### config.mk
export PLATFORM = sky130hd
export DESIGN_NAME = mem_wb_stage
export DESIGN_NICKNAME = d
export VERILOG_FILES = /design/src/rtl/mem_wb_stage.sv
export SDC_FILE = /design/constraint.sdc
export NUM_CORES = 1
export LEC_CHECK = 0
export CAP_MARGIN = 30
export CORE_AREA = 2 2 86 88
export DETAILED_ROUTE_END_ITERATION = 10
export DIE_AREA = 0 0 88 90
export MAX_ROUTING_LAYER = met4
export PLACE_DENSITY_LB_ADDON = 0.05
export SYNTH_ARGS = -nofsm -noshare
export SYNTH_HDL_FRONTEND = slang
export SYNTH_SLANG_ARGS = --single-unit
### constraint.sdc
create_clock -name clk -period 2.7 [get_ports clk]
set_clock_uncertainty 0.05 [all_clocks]
set_input_delay 0.54 -clock clk [delete_from_list [all_inputs] [get_ports clk]]
set_output_delay 0.54 -clock clk [all_outputs]
set_load 0.1 [all_outputs]
### src/rtl/mem_wb_stage.sv
// ---------------------------------------------------------------------------
// mem_wb_stage
//
// Combined memory-access / write-back stage of a small accumulator machine.
// It accepts one instruction at a time from EX using a valid/ready handshake.
// The instruction is classified as one of the following:
//   - a taken branch: redirect pulse to IF, then retire.
//   - an illegal control code: illegal pulse only, no retire.
//   - a memory op (load or store): one request is held until acknowledged
//     or until it times out.
//   - a register op: optional accumulator write, then retire.
//
// Ports
//   clk, reset           sole rising-edge clock, synchronous active-high reset
//   iValid_EX            EX presents an instruction this cycle
//   oReady_MEM           stage is idle and can accept an instruction
//   iBranchTaken_EX      branch resolved taken
//   iBranchDir_EX[9:0]   branch target, or memory address for loads/stores
//   iAluData_EX[7:0]     ALU result / store data / constant
//   iControlAcum_EX[2:0] accumulator control code
//   iMemEnable_EX        instruction accesses data memory
//   oMemReq/oMemWrite/oMemAddr/oMemWrData
//                        memory request, held stable until iMemAck
//   iMemAck, iMemRdData  memory completion and read data
//   oAcumA, oAcumB       registered accumulators
//   oBranchTaken_MEM, oBranchDir_MEM
//                        one-cycle redirect pulse and its target
//   oRetire              one-cycle pulse per completed instruction
//   oIllegal             one-cycle pulse on an undefined control code
//   oMemErr              sticky flag, set when a request times out
// ---------------------------------------------------------------------------
module mem_wb_stage #(
  parameter int ACK_TIMEOUT = 15
) (
  input  logic       clk,
  input  logic       reset,
  input  logic       iValid_EX,
  output logic       oReady_MEM,
  input  logic       iBranchTaken_EX,
  input  logic [9:0] iBranchDir_EX,
  input  logic [7:0] iAluData_EX,
  input  logic [2:0] iControlAcum_EX,
  input  logic       iMemEnable_EX,
  output logic       oMemReq,
  output logic       oMemWrite,
  output logic [9:0] oMemAddr,
  output logic [7:0] oMemWrData,
  input  logic       iMemAck,
  input  logic [7:0] iMemRdData,
  output logic [7:0] oAcumA,
  output logic [7:0] oAcumB,
  output logic       oBranchTaken_MEM,
  output logic [9:0] oBranchDir_MEM,
  output logic       oRetire,
  output logic       oIllegal,
  output logic       oMemErr
);

  localparam int CNT_W = (ACK_TIMEOUT < 2) ? 1 : $clog2(ACK_TIMEOUT + 1);
  // The counter holds the number of un-acked ACCESS cycles that have already
  // elapsed. Therefore, the cycle in which it equals ACK_TIMEOUT-1 is the
  // last chance for an ack.
  localparam logic [CNT_W-1:0] CNT_LAST = CNT_W'(ACK_TIMEOUT - 1);

  localparam logic [2:0] CTRL_NO_LOAD   = 3'b000;
  localparam logic [2:0] CTRL_CONST_A   = 3'b001;
  localparam logic [2:0] CTRL_MEMORY_A  = 3'b010;
  localparam logic [2:0] CTRL_CONST_B   = 3'b011;
  localparam logic [2:0] CTRL_MEMORY_B  = 3'b100;

  typedef enum logic {
    IDLE   = 1'b0,
    ACCESS = 1'b1
  } state_t;

  state_t           state_q, state_d;
  logic [CNT_W-1:0] cnt_q, cnt_d;
  logic [7:0]       acum_a_q, acum_a_d;
  logic [7:0]       acum_b_q, acum_b_d;
  logic             mem_req_q, mem_req_d;
  logic             mem_write_q, mem_write_d;
  logic [9:0]       mem_addr_q, mem_addr_d;
  logic [7:0]       mem_wr_data_q, mem_wr_data_d;
  logic             is_load_q, is_load_d;
  logic             dest_b_q, dest_b_d;
  logic             branch_taken_q, branch_taken_d;
  logic [9:0]       branch_dir_q, branch_dir_d;
  logic             retire_q, retire_d;
  logic             illegal_q, illegal_d;
  logic             mem_err_q, mem_err_d;

  logic accept;
  logic ctrl_illegal;
  logic mem_op;

  // Instruction decode. Codes 001/011 with the memory enable set are plain
  // register ops, so only 000/010/100 can reach memory. With the enable set,
  // the only invalid combinations are the undefined codes 101..111.
  always_comb begin
    accept       = iValid_EX && (state_q == IDLE);
    ctrl_illegal = (iControlAcum_EX > CTRL_MEMORY_B);
    mem_op       = iMemEnable_EX &&
                   ((iControlAcum_EX == CTRL_NO_LOAD)  ||
                    (iControlAcum_EX == CTRL_MEMORY_A) ||
                    (iControlAcum_EX == CTRL_MEMORY_B));
  end

  // Next-state and output logic. A taken branch takes priority over every
  // other classification, because a redirected instruction must not touch
  // the accumulators or memory.
  always_comb begin
    state_d        = state_q;
    cnt_d          = cnt_q;
    acum_a_d       = acum_a_q;
    acum_b_d       = acum_b_q;
    mem_req_d      = mem_req_q;
    mem_write_d    = mem_write_q;
    mem_addr_d     = mem_addr_q;
    mem_wr_data_d  = mem_wr_data_q;
    is_load_d      = is_load_q;
    dest_b_d       = dest_b_q;
    branch_taken_d = 1'b0;
    branch_dir_d   = branch_dir_q;
    retire_d       = 1'b0;
    illegal_d      = 1'b0;
    mem_err_d      = mem_err_q;

    case (state_q)
      IDLE: begin
        if (accept) begin
          if (iBranchTaken_EX) begin
            branch_taken_d = 1'b1;
            branch_dir_d   = iBranchDir_EX;
            retire_d       = 1'b1;
          end else if (ctrl_illegal) begin
            illegal_d = 1'b1;
          end else if (mem_op) begin
            state_d       = ACCESS;
            cnt_d         = '0;
            mem_req_d     = 1'b1;
            mem_write_d   = (iControlAcum_EX == CTRL_NO_LOAD);
            mem_addr_d    = iBranchDir_EX;
            mem_wr_data_d = iAluData_EX;
            is_load_d     = (iControlAcum_EX != CTRL_NO_LOAD);
            dest_b_d      = (iControlAcum_EX == CTRL_MEMORY_B);
          end else begin
            case (iControlAcum_EX)
              CTRL_CONST_A, CTRL_MEMORY_A: acum_a_d = iAluData_EX;
              CTRL_CONST_B, CTRL_MEMORY_B: acum_b_d = iAluData_EX;
              default: ;
            endcase
            retire_d = 1'b1;
          end
        end
      end

      ACCESS: begin
        // An ack wins over a timeout that would expire in the same cycle.
        if (iMemAck) begin
          if (is_load_q) begin
            if (dest_b_q) begin
              acum_b_d = iMemRdData;
            end else begin
              acum_a_d = iMemRdData;
            end
          end
          mem_req_d   = 1'b0;
          mem_write_d = 1'b0;
          cnt_d       = '0;
          retire_d    = 1'b1;
          state_d     = IDLE;
        end else if (cnt_q == CNT_LAST) begin
          mem_req_d   = 1'b0;
          mem_write_d = 1'b0;
          cnt_d       = '0;
          mem_err_d   = 1'b1;
          state_d     = IDLE;
        end else begin
          cnt_d = cnt_q + 1'b1;
        end
      end

      default: begin
        state_d = IDLE;
      end
    endcase
  end

  // State register. Reset overrides any accept or ack sampled on the same
  // edge, and it abandons an outstanding request without writing back.
  always_ff @(posedge clk) begin
    if (reset) begin
      state_q        <= IDLE;
      cnt_q          <= '0;
      acum_a_q       <= '0;
      acum_b_q       <= '0;
      mem_req_q      <= 1'b0;
      mem_write_q    <= 1'b0;
      mem_addr_q     <= '0;
      mem_wr_data_q  <= '0;
      is_load_q      <= 1'b0;
      dest_b_q       <= 1'b0;
      branch_taken_q <= 1'b0;
      branch_dir_q   <= '0;
      retire_q       <= 1'b0;
      illegal_q      <= 1'b0;
      mem_err_q      <= 1'b0;
    end else begin
      state_q        <= state_d;
      cnt_q          <= cnt_d;
      acum_a_q       <= acum_a_d;
      acum_b_q       <= acum_b_d;
      mem_req_q      <= mem_req_d;
      mem_write_q    <= mem_write_d;
      mem_addr_q     <= mem_addr_d;
      mem_wr_data_q  <= mem_wr_data_d;
      is_load_q      <= is_load_d;
      dest_b_q       <= dest_b_d;
      branch_taken_q <= branch_taken_d;
      branch_dir_q   <= branch_dir_d;
      retire_q       <= retire_d;
      illegal_q      <= illegal_d;
      mem_err_q      <= mem_err_d;
    end
  end

  always_comb begin
    oReady_MEM       = (state_q == IDLE);
    oMemReq          = mem_req_q;
    oMemWrite        = mem_write_q;
    oMemAddr         = mem_addr_q;
    oMemWrData       = mem_wr_data_q;
    oAcumA           = acum_a_q;
    oAcumB           = acum_b_q;
    oBranchTaken_MEM = branch_taken_q;
    oBranchDir_MEM   = branch_dir_q;
    oRetire          = retire_q;
    oIllegal         = illegal_q;
    oMemErr          = mem_err_q;
  end

endmodule

==> flow_metrics.env <==
export IMPL_nets=386
export IMPL_cp_top_family="flip-flops"
export IMPL_p_leak_nw=1.347
export IMPL_grt_max_degree=21
export IMPL_ios=86
export IMPL_cpMaxStageDelayCell="dfxtp_1"
export IMPL_root_buffer="clkbuf_8"
export IMPL_core_um2=7020
export IMPL_r2r_start="state_q$_SDFF_PP0_"
export IMPL_top_layer="met4"
export IMPL_ir_drop_mv=0.2361
export IMPL_timing_final_crit_share_pct=87.72
export IMPL_min_delay_start="oMemAddr[0]$_SDFFE_PP0P_"
export IMPL_finalHoldViolCount=0
export IMPL_ff2ff_setup_slack_ns=0.66
export IMPL_rsz0062_at_grt="false"
export IMPL_syn_avg_cell_area_um2=8.782
export IMPL_path_class="reg -> out"
export IMPL_initial_core_util_pct=32.77
export IMPL_cp_start_kind="register"
export IMPL_reg2reg_to="cnt_q[3]$_SDFFE_PP0P_"
export IMPL_area_growth_pct=45.24
export IMPL_postPlaceCellArea_um2=3122
export IMPL_diodes=0
export IMPL_place_inst=437
export IMPL_syn_nets=299
export IMPL_synth_area_top_cells="dfxtp_1, a21oi_1, nor3_1"
export IMPL_ys_warn_count=0
export IMPL_portBuffers=85
export IMPL_synthArstFlopShare_pct=0
export IMPL_synth_most_common_cell="dfxtp_1"
export IMPL_grt_pass1_vias=2050
export IMPL_drive_above_1_share_pct=23.45
export IMPL_ctsResizeCount=0
export IMPL_fillCellCount=717
export IMPL_die_h_um=90
export IMPL_dr_total_vias=2145
export IMPL_r2r_cells=4
export IMPL_period_needed_ns=2.369
export IMPL_hold_class="reg -> reg"
export IMPL_wl_met2_um=2742
export IMPL_fmax_mhz=422.2
export IMPL_synth_cells=262
export IMPL_synth_seq_cells=57
export IMPL_wl_per_cell_um=14.05
export IMPL_holdPathStages=2
export IMPL_insertion_delay_ns=0.33
export IMPL_drt_vias_per_instance=4.735
export IMPL_seq_area_frac_synth_pct=49.59
export IMPL_worstPathRequired_ns=2.11
export IMPL_crit_fanout=16
export IMPL_maxCapViolCount=0
export IMPL_drtPass1Iterations=4
export IMPL_die_w_um=88
export IMPL_final_util_pct=47.60
export IMPL_crit_start="state_q$_SDFF_PP0_"
export IMPL_gp_congestion=0.7710
export IMPL_tightest_slew_ns=0.6442
export IMPL_dp_hpwl_um=4652
export IMPL_gr_total_overflow=0
export IMPL_path_cells="inv_1 -> buf_4"
export IMPL_cp_arrival_ns=1.78
export IMPL_end_kind="output pin"
export IMPL_cellPowerDensity_nw_per_um2=631.1
export IMPL_clockBufferDepth=2
export IMPL_die_area_um2=7920
export IMPL_cts_inserted_buffers=9
export IMPL_cts_max_level=3
export IMPL_clk_pin_slew_ns=0.07
export IMPL_drt_iter0_markers=120
export IMPL_setup_viol=0
export IMPL_synth_area_leader_cell="dfxtp_1"
export IMPL_wl_met1_um=3212
export IMPL_path_buf_inv=2
export IMPL_final_setup_tns_ns=0
export IMPL_synth_area_um2=2301
export IMPL_grt_pass1_wl_um=10290
export IMPL_met3_length_um=331
export IMPL_cts_tree="done"
export IMPL_status="finished, final reports clean"
export IMPL_cts_setup_buffers=0
export IMPL_synthDistinctLibCells=33
export IMPL_finalInstanceArea_um2=3342
export IMPL_synthTopCellsByCount="dfxtp_1, a21oi_1, nor3_1, nor2_1, nand2_1"
export IMPL_grt_usage_pct=17.21
export IMPL_stdcell_count=453
export IMPL_ys_flop_type="dfxtp_1"
export IMPL_final_max_slew_viol_count=0
export IMPL_num_rows=31
export IMPL_synth_edf_count=0
export IMPL_relSlewSlack_pct=56.99
export IMPL_synth_top_cell_area_share_pct=49.59
export IMPL_hold_ws_ns=0.4069
export IMPL_antenna_found_initial=0
export IMPL_max_stage_delay_ns=0.73
export IMPL_wirelength_um=6364
export IMPL_hold_path_end="oMemAddr[0]$_SDFFE_PP0P_"
export IMPL_cts_hold_fix_buffers=0
export IMPL_ant_nets=0
export IMPL_clock_sinks=57
export IMPL_drc=0
placed cells by master, fill, tap and decap left out, drive strengths merged, types with 3 or more instances in the layout:
cell           count
dfxtp             57
buf               57
nor3              35
a21oi             33
clkdlybuf4s50     33
nor2              29
nand2             23
clkbuf            11
mux2i             10
mux2               8
a32oi              8
o21ai              8
nand3              7
inv                4
nand2b             4
or3                3
clkinv             3
where the power goes:
| part | internal (mW) | leakage (nW) | switching [mW] |
|---|---|---|---|
| Sequential | 0.865 | 0.462 | 0.0135 |
| Combinational | 0.111 | 0.772 | 0.245 |
| Clock | 0.543 | 0.113 | 0.332 |
| Total | 1.52 | 1.35 | 0.590 |
sequential cells by signal (all words and copies together), names as in the netlist:
| register | cells |
|---|---|
| cnt_q | 4 |
| dest_b_q | 1 |
| is_load_q | 1 |
| oAcumA | 8 |
| oAcumB | 8 |
| oBranchDir_MEM | 10 |
| oBranchTaken_MEM | 1 |
| oIllegal | 1 |
| oMemAddr | 10 |
| oMemErr | 1 |
| oMemReq | 1 |
| oMemWrData | 8 |
| oMemWrite | 1 |
| oRetire | 1 |
| state_q | 1 |
through the flow:
step / setup slack (ns) / total power [mW]
floorplan: 0.6729 / 1.136
global placement: 0.2701 / 1.253
detailed placement: 0.2485 / 1.254
CTS: 0.3482 / 2.141
global route: 0.2102 / 2.205
finish: 0.3314 / 2.109
tightest hold or removal path, cell delays in order (launching register included):
cell	delay, ns
dfxtp_1	0.31
nand2_1	0.05
a21oi_1	0.05
cells by family (layout without fill, tap and decap cells):
family | after synthesis | after routing | share of synthesized area (%)
AOI/OAI and AO/OA | 54 | 54 | 13.65
DFF | 57 | 57 | 49.59
and+or+nand+nor | 112 | 112 | 23.82
muxes | 18 | 18 | 8.266
xor gates and xnor gates | 1 | 1 | 0.3807
adders and majority gates | 2 | 2 | 1.087
buffers and inverters | 18 | 110 | 3.208
how the worst max path moves through the flow:
stage                            endpoint  slack [ns]  cells after the start
2_1_floorplan                  oReady_MEM        0.67                      2
3_3_place_gp       oAcumA[7]$_SDFFE_PP0P_        0.27                      5
3_5_place_dp   oMemWrData[6]$_SDFFE_PP0P_        0.25                      6
4_1_cts                        oReady_MEM        0.35                      2
5_1_grt                        oReady_MEM        0.21                      2
6_report                       oReady_MEM        0.33                      2
metal layers:
layer / GRT usage, % / up-vias
li1: - / 1100
met1: 24.96 / 983
met2: 22.73 / 56
met3: 4.040 / 6
met4: 6.923 / 0
met5: - / -
area by class of cell:
cell class / instances / area [µm²] / area share [%]
Inverter: 4 / 15.01 / 0.4493
Clock buffer: 11 / 141.4 / 4.231
Sequential cell: 57 / 1141 / 34.14
Multi-Input combinational cell: 187 / 1086 / 32.50
Clock inverter: 5 / 78.83 / 2.359
Timing Repair Buffer: 90 / 755.7 / 22.61
Tap cell: 99 / 123.9 / 3.706
Power figures use the tool's default switching activity.
